## src/rtl/sps_pkg.sv

```systemverilog
`default_nettype none
// ============================================================================
// Package     : sps_pkg
// Description : Frame constants and receiver state type shared by the serial
//               link transmitter (PISO) and receiver (SIPO).
// Revision    : 1.0 - initial release
// ============================================================================
package sps_pkg;

    localparam int   BIT_TICKS   = 16;
    localparam int   DATA_BITS   = 8;
    localparam int   PARITY_EVEN = 1;
    localparam logic START_BIT   = 1'b0;
    localparam logic STOP_BIT    = 1'b1;
    localparam int   FRAME_BITS  = 11;

    typedef enum logic [2:0] {
        IDLE      = 3'd0,
        START     = 3'd1,
        DATA      = 3'd2,
        PARITY    = 3'd3,
        STOP      = 3'd4,
        WAIT_HIGH = 3'd5
    } rx_state_t;

endpackage : sps_pkg
`default_nettype wire

```

## src/rtl/sipo_receiver_sync2.sv

```systemverilog
`default_nettype none
// ============================================================================
// Module      : sync2
// Description : Two-flop synchronizer; both stages reset to RESET_VAL.
// Revision    : 1.0 - initial release
// ============================================================================
module sync2 #(
    parameter logic RESET_VAL = 1'b1
) (
    input  logic clk,
    input  logic rst_n,
    input  logic d_i,
    output logic q_o
);

    logic meta_q;
    logic sync_q;

    always_ff @(posedge clk or negedge rst_n) begin
        if (!rst_n) begin
            meta_q <= RESET_VAL;
            sync_q <= RESET_VAL;
        end else begin
            meta_q <= d_i;
            sync_q <= meta_q;
        end
    end

    assign q_o = sync_q;

endmodule : sync2
`default_nettype wire

```

## src/rtl/sipo_receiver.sv

```systemverilog
`default_nettype none
// ============================================================================
// Module      : sipo_receiver
// Description : Serial frame receiver (start, data LSB-first, parity, stop)
//               with mid-bit sampling, parallel output strobe and error flags.
// Revision    : 1.0 - initial release
// ============================================================================
module sipo_receiver #(
    parameter int BIT_TICKS   = sps_pkg::BIT_TICKS,
    parameter int DATA_BITS   = sps_pkg::DATA_BITS,
    parameter int PARITY_EVEN = sps_pkg::PARITY_EVEN
) (
    input  logic                 clk,
    input  logic                 rst,
    input  logic                 enable,
    input  logic                 serialIn,
    output logic [DATA_BITS-1:0] parallelOut,
    output logic                 charReceived,
    output logic                 parityError,
    output logic                 frameError,
    output logic                 busy
);

    import sps_pkg::*;

    localparam int   c_tick_w  = $clog2(BIT_TICKS);
    localparam int   c_bit_w   = $clog2(DATA_BITS + 1);
    localparam logic c_par_odd = (PARITY_EVEN == 0);

    localparam logic [c_tick_w-1:0] c_tick_half = c_tick_w'(BIT_TICKS / 2 - 1);
    localparam logic [c_tick_w-1:0] c_tick_full = c_tick_w'(BIT_TICKS - 1);
    localparam logic [c_bit_w-1:0]  c_last_bit  = c_bit_w'(DATA_BITS - 1);

    rx_state_t                state_q,  state_d;
    logic [c_tick_w-1:0]      tick_q,   tick_d;
    logic [c_bit_w-1:0]       bitcnt_q, bitcnt_d;
    logic [DATA_BITS-1:0]     shift_q,  shift_d;
    logic                     par_q,    par_d;
    logic                     stop_q,   stop_d;
    logic                     done_q,   done_d;
    logic [DATA_BITS-1:0]     dout_q,   dout_d;
    logic                     strobe_q, strobe_d;
    logic                     perr_q,   perr_d;
    logic                     ferr_q,   ferr_d;

    logic w_rxs;
    logic w_half_hit;
    logic w_full_hit;
    logic w_par_err;

    sync2 #(
        .RESET_VAL (1'b1)
    ) u_sync (
        .clk   (clk),
        .rst_n (rst),
        .d_i   (serialIn),
        .q_o   (w_rxs)
    );

    assign w_half_hit = (tick_q == c_tick_half);
    assign w_full_hit = (tick_q == c_tick_full);
    assign w_par_err  = ((^shift_q) ^ par_q) != c_par_odd;

    always_ff @(posedge clk or negedge rst) begin
        if (!rst) begin
            state_q  <= IDLE;
            tick_q   <= '0;
            bitcnt_q <= '0;
            shift_q  <= '0;
            par_q    <= 1'b0;
            stop_q   <= 1'b0;
            done_q   <= 1'b0;
            dout_q   <= '0;
            strobe_q <= 1'b0;
            perr_q   <= 1'b0;
            ferr_q   <= 1'b0;
        end else begin
            state_q  <= state_d;
            tick_q   <= tick_d;
            bitcnt_q <= bitcnt_d;
            shift_q  <= shift_d;
            par_q    <= par_d;
            stop_q   <= stop_d;
            done_q   <= done_d;
            dout_q   <= dout_d;
            strobe_q <= strobe_d;
            perr_q   <= perr_d;
            ferr_q   <= ferr_d;
        end
    end

    always_comb begin
        state_d  = state_q;
        tick_d   = tick_q;
        bitcnt_d = bitcnt_q;
        shift_d  = shift_q;
        par_d    = par_q;
        stop_d   = stop_q;
        done_d   = 1'b0;
        dout_d   = dout_q;
        strobe_d = 1'b0;
        perr_d   = perr_q;
        ferr_d   = ferr_q;

        unique case (state_q)
            IDLE: begin
                if (enable && (w_rxs == START_BIT)) begin
                    state_d = START;
                    tick_d  = '0;
                end
            end

            START: begin
                if (!enable) begin
                    state_d = IDLE;
                end else if (w_half_hit) begin
                    // A start bit that is gone by mid-bit was a glitch
                    if (w_rxs == START_BIT) begin
                        state_d  = DATA;
                        tick_d   = '0;
                        bitcnt_d = '0;
                    end else begin
                        state_d = IDLE;
                    end
                end else begin
                    tick_d = tick_q + c_tick_w'(1);
                end
            end

            DATA: begin
                if (!enable) begin
                    state_d = IDLE;
                end else if (w_full_hit) begin
                    tick_d   = '0;
                    shift_d  = {w_rxs, shift_q[DATA_BITS-1:1]};
                    bitcnt_d = bitcnt_q + c_bit_w'(1);
                    if (bitcnt_q == c_last_bit) begin
                        state_d = PARITY;
                    end
                end else begin
                    tick_d = tick_q + c_tick_w'(1);
                end
            end

            PARITY: begin
                if (!enable) begin
                    state_d = IDLE;
                end else if (w_full_hit) begin
                    tick_d  = '0;
                    par_d   = w_rxs;
                    state_d = STOP;
                end else begin
                    tick_d = tick_q + c_tick_w'(1);
                end
            end

            STOP: begin
                if (!enable) begin
                    state_d = IDLE;
                end else if (done_q) begin
                    // Stop bit was sampled last cycle; publish the frame now
                    dout_d   = shift_q;
                    strobe_d = 1'b1;
                    ferr_d   = (stop_q != STOP_BIT);
                    perr_d   = w_par_err;
                    state_d  = (stop_q == STOP_BIT) ? IDLE : WAIT_HIGH;
                end else if (w_full_hit) begin
                    stop_d = w_rxs;
                    done_d = 1'b1;
                end else begin
                    tick_d = tick_q + c_tick_w'(1);
                end
            end

            WAIT_HIGH: begin
                if (w_rxs) begin
                    state_d = IDLE;
                end
            end

            default: begin
                state_d = IDLE;
            end
        endcase
    end

    assign parallelOut  = dout_q;
    assign charReceived = strobe_q;
    assign parityError  = perr_q;
    assign frameError   = ferr_q;
    assign busy         = (state_q != IDLE);

endmodule : sipo_receiver
`default_nettype wire

```

## config.mk

```make
export PLATFORM = sky130hd
export DESIGN_NAME = sipo_receiver
export DESIGN_NICKNAME = d
export VERILOG_FILES = /design/src/rtl/sps_pkg.sv /design/src/rtl/sipo_receiver_sync2.sv /design/src/rtl/sipo_receiver.sv
export SDC_FILE = /design/constraint.sdc
export NUM_CORES = 1
export LEC_CHECK = 0
export ABC_AREA = 1
export CORE_MARGIN = 3
export CORE_UTILIZATION = 50
export DETAILED_ROUTE_END_ITERATION = 7
export PLACE_DENSITY = 0.73
export SLEW_MARGIN = 20
export SYNTH_ARGS = -nofsm -noshare
export SYNTH_HDL_FRONTEND = slang
export SYNTH_SLANG_ARGS = --single-unit
```

## constraint.sdc

```tcl
create_clock -name clk -period 1.35 [get_ports clk]
set_input_delay 0.27 -clock clk [delete_from_list [all_inputs] [get_ports clk]]
set_output_delay 0.27 -clock clk [all_outputs]
set_load 0.02 [all_outputs]
```

==> flow_summary.toml <==
[run_status]
status = "finished, violations left"
violations = "setup timing"

[sta]
hold_ws_ns = 0.352
fin_ws_ns = -0.117
max_freq_mhz = 681
hold_viol = 0
finClkSkew_ns = 0.0106
period_share_pct = 109
setup-violations-final = 30
fin_crit_ns = 1.47
slew_viol_final = 0
rsz0062_at_grt = "true"
maxSlewHeadroom_pct = 82.5
tightest_slew_ns = 0.261

[layout]
insertedDiodeCount = 0
num-fill-cells = 237
area_delta_synth_final_pct = 42.5
drive_above_1_share_pct = 35.6
fin_nets = 308

[routing]
routed_wl_um = 4690
drt_iter0_drc = 138
final_antenna_net_count = 0
vias = 1777
viasPerCell = 5.09
drc = 0
dr_wl_met2_um = 2320
wl_met3_um = 171
firstDrtPassIters = 4
wl_per_cell_um = 13.4
drt-met1-wl_um = 2110
dr.max_layer_used = "met4"

[floorplan]
die-area_sq_um = 4470
num_io_pins = 16
initial_utilization_pct = 53.8
dieWidth_um = 66.9
coreArea_sq_um = 3440
fp.dieH_um = 66.9
rows = 21

[place]
io_buffers = 15
place_hpwl_um = 2960
gp_congestion = 0.940
dp_slack_ns = -0.319

[synth]
ys_types = 22
syn_avg_cell_area_sq_um = 7.69
synth_nets = 247
yosysSeqAreaShare_pct = 47.4
synth_top_family_by_area = "simple AND/OR/NAND/NOR gates"
synth-xor-area-share_pct = 1.89
synth_seq_cells = 35
synthAdderAreaFrac_pct = 1.35
synth_compound_area_share_pct = 10.5
yosysWarnings = 0
synthMuxAreaShare_pct = 0
netlist_instances = 241
yosys.area_share.simple_pct = 32.4
synthesis.area_sq_um = 1850

[grt]
antenna_found_initial = 0
grt_max_degree = 36
grt.overflow.total = 0
grt_pass1_wl_um = 7280
grt_pass1_vias = 1642
track_usage_pct = 22.1

[worst_setup_path]
cp-start-kind = "flop"
arrival_ns = 1.65
path_class = "reg -> reg"
path_max_fanout = 4
worst_ep_required_time_ns = 1.53
cp-end-kind = "flop"

[power_and_ir_drop]
cellLeakagePower_nw = 1.37
peakVddDrop_mv = 0.850
power.total_w = 0.00371
power_density_nw_per_um2 = 1400

[clock_network]
clkTransAtPathRegs_ns = 0.07
tritoncts = "built"
cts_htree_levels = 2
cts_hold_buf = 0
insertion_delay_ns = 0.29
cts_sinks = 35
cts_buffer_depth = 2
cts-root-buf = "clkbuf_8"
cts_buffers = 5

[flow_run]
cap_viol_max_count = 0

[hold_path]
hold_path_class = "reg -> reg"
==> stage by stage <==
stage	instances	setup TNS, ns	cell area, sq um	utilization, %
floorplan	241	-0.000478	1860	-
global placement	335	-7.21	2330	67.7
detailed placement	335	-7.79	2330	67.7
CTS	349	-0.940	2510	73.0
global route	349	-3.77	2640	76.7
finish	349	-1.80	2640	76.7
==> sequential cells by signal, summed over array words and instances (netlist names) <==
register / count
u_sync.meta_q: 1
parityError: 1
done_q: 1
stop_q: 1
state_q: 3
par_q: 1
parallelOut: 8
tick_q: 4
frameError: 1
bitcnt_q: 4
charReceived: 1
shift_q: 8
u_sync.q_o: 1
==> routing by layer <==
metal / vias up / GRT usage, %
li1: 889 / -
met1: 839 / 29.1
met2: 40 / 34.3
met3: 9 / 4.72
met4: 0 / 10.4
met5: - / 0
==> power breakdown <==
group          total (W)  switching, W  internal, W
registers        0.00121     0.0000668      0.00114
clock network   0.000735      0.000373     0.000362
logic            0.00176       0.00100     0.000763
==> layout by cell type (no fill, tap or decap), drive strengths merged <==
| master | instances |
|---|---|
| ha | 2 |
| a31oi | 2 |
| nand2 | 92 |
| nor3b | 1 |
| buf | 41 |
| nand4 | 1 |
| nand3b | 2 |
| nor2 | 24 |
| xnor2 | 1 |
| a21oi | 3 |
| o21ai | 25 |
| dfstp | 2 |
| clkdlybuf4s50 | 3 |
| clkinv | 1 |
| inv | 27 |
| dlygate4sd2 | 11 |
| nand3 | 20 |
| xor2 | 3 |
| clkbuf | 7 |
| dfrtp | 33 |
| nor3 | 2 |
==> logic make-up (layout without fill, tap and decap cells) <==
kind of cell	after synthesis	after routing
AOI/OAI and AO/OA	30	30
xor gates and xnor gates	4	4
adders and majority gates	2	2
buffers and inverters	28	90
DFF	35	35
and+or+nand+nor	142	142
==> repair_timing <==
item                                    CTS  global route
cloned                                    1             0
endpoints found under the setup margin   42            32
gates resized for setup                  40            45
pin swaps                                12            13
setup buffers                             6             0
==> path summary, 6_finish.rpt <==
kind / from / to / slack (ns) / cells after the start
worst max-delay path: state_q[1] / bitcnt_q[2] / -0.12 / 8
worst max register to register: state_q[1] / bitcnt_q[2] / -0.12 / 8
min in group asynchronous: rst / state_q[1] / 0.36 / 2
max in group asynchronous: rst / u_sync.meta_q / 0.73 / 2
worst min register to register: u_sync.meta_q / u_sync.q_o / 0.35 / 0
worst min-delay path: u_sync.meta_q / u_sync.q_o / 0.35 / 0
==> final cells by class <==
class                   instances  area [sq um]  area share, %
clock buffers                   7          76.3           2.89
clock inverters                 1          5.00          0.190
inverters                      26           105           3.98
multi-input cells             178          1030           39.0
flip-flops and latches         35           878           33.3
well taps                      46          57.6           2.18
repair buffers                 55           482           18.2
repair inverters                1          6.26          0.237
==> critical path, stage by stage, from the launching register on <==
cell,delay [ns]
dfrtp_1,0.42
inv_2,0.14
nand2_1,0.11
nor2_4,0.13
inv_1,0.09
o21ai_2,0.13
nand3b_1,0.16
nand2_1,0.11
nand2_1,0.06
==> cells in the mapped netlist <==
library cell  number  area, sq um
a21oi_1            3         15.0
nor3_4             1         16.3
dfrtp_1           33          826
dfstp_2            2         52.6
nor3_1             1         5.00
nand4_1            1         6.26
o21ai_0           14         70.1
a31oi_1            2         12.5
o21ai_2           11         96.3
xnor2_1            1         8.76
nor3b_1            1         7.51
inv_1             24         90.1
buf_6              2         22.5
nand3b_1           2         15.0
inv_2              2         7.51
nor2_1            23         86.3
ha_1               2         25.0
xor2_1             3         26.3
nand2_1           89          334
nand2_2            3         18.8
nand3_1           20          100
nor2_4             1         11.3
Power figures use the tool's default switching activity.
==> RTL change (same flow settings) <==
Take the reset off `shift_q` and `dout_q` and load them in a clocked block of their own.
--- a/src/rtl/sipo_receiver.sv
+++ b/src/rtl/sipo_receiver.sv
@@ -66,11 +66,9 @@
             state_q  <= IDLE;
             tick_q   <= '0;
             bitcnt_q <= '0;
-            shift_q  <= '0;
             par_q    <= 1'b0;
             stop_q   <= 1'b0;
             done_q   <= 1'b0;
-            dout_q   <= '0;
             strobe_q <= 1'b0;
             perr_q   <= 1'b0;
             ferr_q   <= 1'b0;
@@ -78,15 +76,18 @@
             state_q  <= state_d;
             tick_q   <= tick_d;
             bitcnt_q <= bitcnt_d;
-            shift_q  <= shift_d;
             par_q    <= par_d;
             stop_q   <= stop_d;
             done_q   <= done_d;
-            dout_q   <= dout_d;
             strobe_q <= strobe_d;
             perr_q   <= perr_d;
             ferr_q   <= ferr_d;
         end
+    end
+
+    always_ff @(posedge clk) begin
+        shift_q <= shift_d;
+        dout_q  <= dout_d;
     end
 
     always_comb begin
Function: same outputs for any inputs over 10 cycles, from zero or initial values and one cycle with rst low; that may be too few to reach the edited logic, so the function may still have changed.
==> RTL change against the unedited design <==
  * The flow still finishes with violations (setup timing)
  * Cell area up 8.5%
  * Area after synthesis down 0.68%
  * Clock skew down 0.67 ps
  * Wire length up 15%
  * Critical path depth up 3
  * Core utilization up 6.5 points
  * Worst setup slack worse by 14 ps
  * Power up 31%
  * Sequential cell count unchanged
  * Critical endpoint is now tick_q[3]$_DFFE_PN0P_
==> RTL change: results (changes against the unedited design) <==
[finish]
nClkBuffers = 5  ; was 7
nFillCells = 179  ; was 237
seq_share_pct = 33.5  ; was 33.3%
nonClkBufAreaFrac_pct = 20.5  ; was 18.2%
multi_input_area_share_pct = 36.8  ; was 39.0%
area_growth_pct = 55.6  ; was 42.5%
inverters = 26  ; was 27
clock_area_share_pct = 3.10  ; was 3.08%
nFlopsAndLatches = 35  ; unchanged
layout.comb_gates.multi_input = 151  ; was 178
signal_buffers = 66  ; was 55
drive_above_1_share_pct = 45.1  ; was 35.6%

[logic_synthesis]
async_flop_share_pct = 54.3  ; was 100%
avgSynthCellArea_um2 = 8.64  ; was 7.69 µm²
synth_seq_area_share_pct = 52.1  ; was 47.4%
syn_nets = 219  ; was 247
synth_edf_count = 16  ; was 0
synth.distinct_cells = 29  ; was 22
synth_area_leaders = edfxtp_1 26%, dfrtp_1 23%, nand2_1 14%  ; was dfrtp_1 45%, nand2_1 18%, nand3_1 5.4%

[place]
placed_area_um2 = 2370  ; was 2330 µm²
dp.cells = 309  ; was 335
dp_worst_setup_slack_ps = -342  ; was -319 ps
gp_congestion = 0.896  ; was 0.940

[pwr]
leakage_nw = 1.37  ; about the same
max-vdd-ir-drop_mv = 1.58  ; was 0.850 mV
power.density_nw_per_um2 = 1700  ; was 1400 nW/µm²
pwr.group.sequential_mw = 1.28  ; was 1.21 mW
p_clk_mw = 0.776  ; was 0.735 mW
power.switching_mw = 2.07  ; was 1.44 mW
power_mw = 4.86  ; was 3.71 mW

[routing]
avgRoutedWirePerCell_um = 16.3  ; was 13.4 µm
drt_iter0_drc = 198  ; was 138
drtPass1Iterations = 5  ; was 4
via_count = 1786  ; was 1777

[global_route]
grt_max_degree = 20  ; was 36
grt_pass1_wl_um = 7970  ; was 7280 µm
grt_usage_pct = 24.8  ; was 22.1%
grt_pass1_vias = 1654  ; was 1642

[timing]
finalSetupTns_ps = -2220  ; was -1800 ps
setup_viol_count_final = 30  ; unchanged
holdWs_ps = 313  ; was 352 ps
setup_slack_ps = -131  ; was -117 ps

[critical_path]
reg2reg_depth = 11  ; was 8
critPathLaunch = u_sync.q_o$_DFF_PN1_  ; was state_q[1]$_DFFE_PN0P_

[run_status]
status = complete, but fails checks  ; unchanged
violations = setup timing  ; unchanged

## RTL change: changes by cell type in the layout (fill, tap and decap cells not counted), moves of 6 or more
cell      unedited run  this run
buf_6                6        12
o21ai_2             12         3
nand2_1             77        55
edfxtp_1             0        16
nor2_4               5        11
nand2_4              5        12
nor2_2              10         4
dfrtp_1             33        16
nor2_1               9         3
## RTL change: worst max-delay path, stage by stage, from the launching register on
cell     delay (ps)
dfstp_2         530
inv_1           100
nand2_2         110
inv_1            80
nor2_4          120
nand2_2          70
nand2_2          70
inv_2            50
nand2_4         100
inv_2            40
nand2_1          50
nand2_1          40
## RTL change: metal layers
| layer | wire, µm | track usage (%) | vias up |
|---|---|---|---|
| met5 | 0 | 0 | - |
| met4 | 132 | 8.38 | 0 |
| met3 | 297 | 5.06 | 16 |
| met2 | 2790 | 41.7 | 70 |
| met1 | 2190 | 31.5 | 862 |
| li1 | - | - | 838 |
## RTL change: worst min-delay path by stage
stage,depth (start not counted),end
2_1_floorplan,0,bitcnt_q[0]$_DFFE_PN0P_
3_3_place_gp,0,u_sync.q_o$_DFF_PN1_
3_5_place_dp,0,u_sync.q_o$_DFF_PN1_
4_1_cts,2,state_q[1]$_DFFE_PN0P_
5_1_grt,2,state_q[1]$_DFFE_PN0P_
6_report,2,state_q[1]$_DFFE_PN0P_
## RTL change: kinds of logic after synthesis
kind of cell,Yosys count,share of synthesized area [%]
flip-flops,35,52.1
AND/OR/NAND/NOR,128,32.6
XOR/XNOR,4,1.90
buffers and inverters,27,5.71
AO/OA/AOI/OAI,17,6.39
adder cells (fa/ha/maj),2,1.36
## RTL change: repair_timing
action,CTS,global route
setup endpoints to repair,42,32
hold endpoints to repair,0,0
gates resized for setup,58,40
cloned,2,0
pin swaps,15,13
buffers inserted,15,2
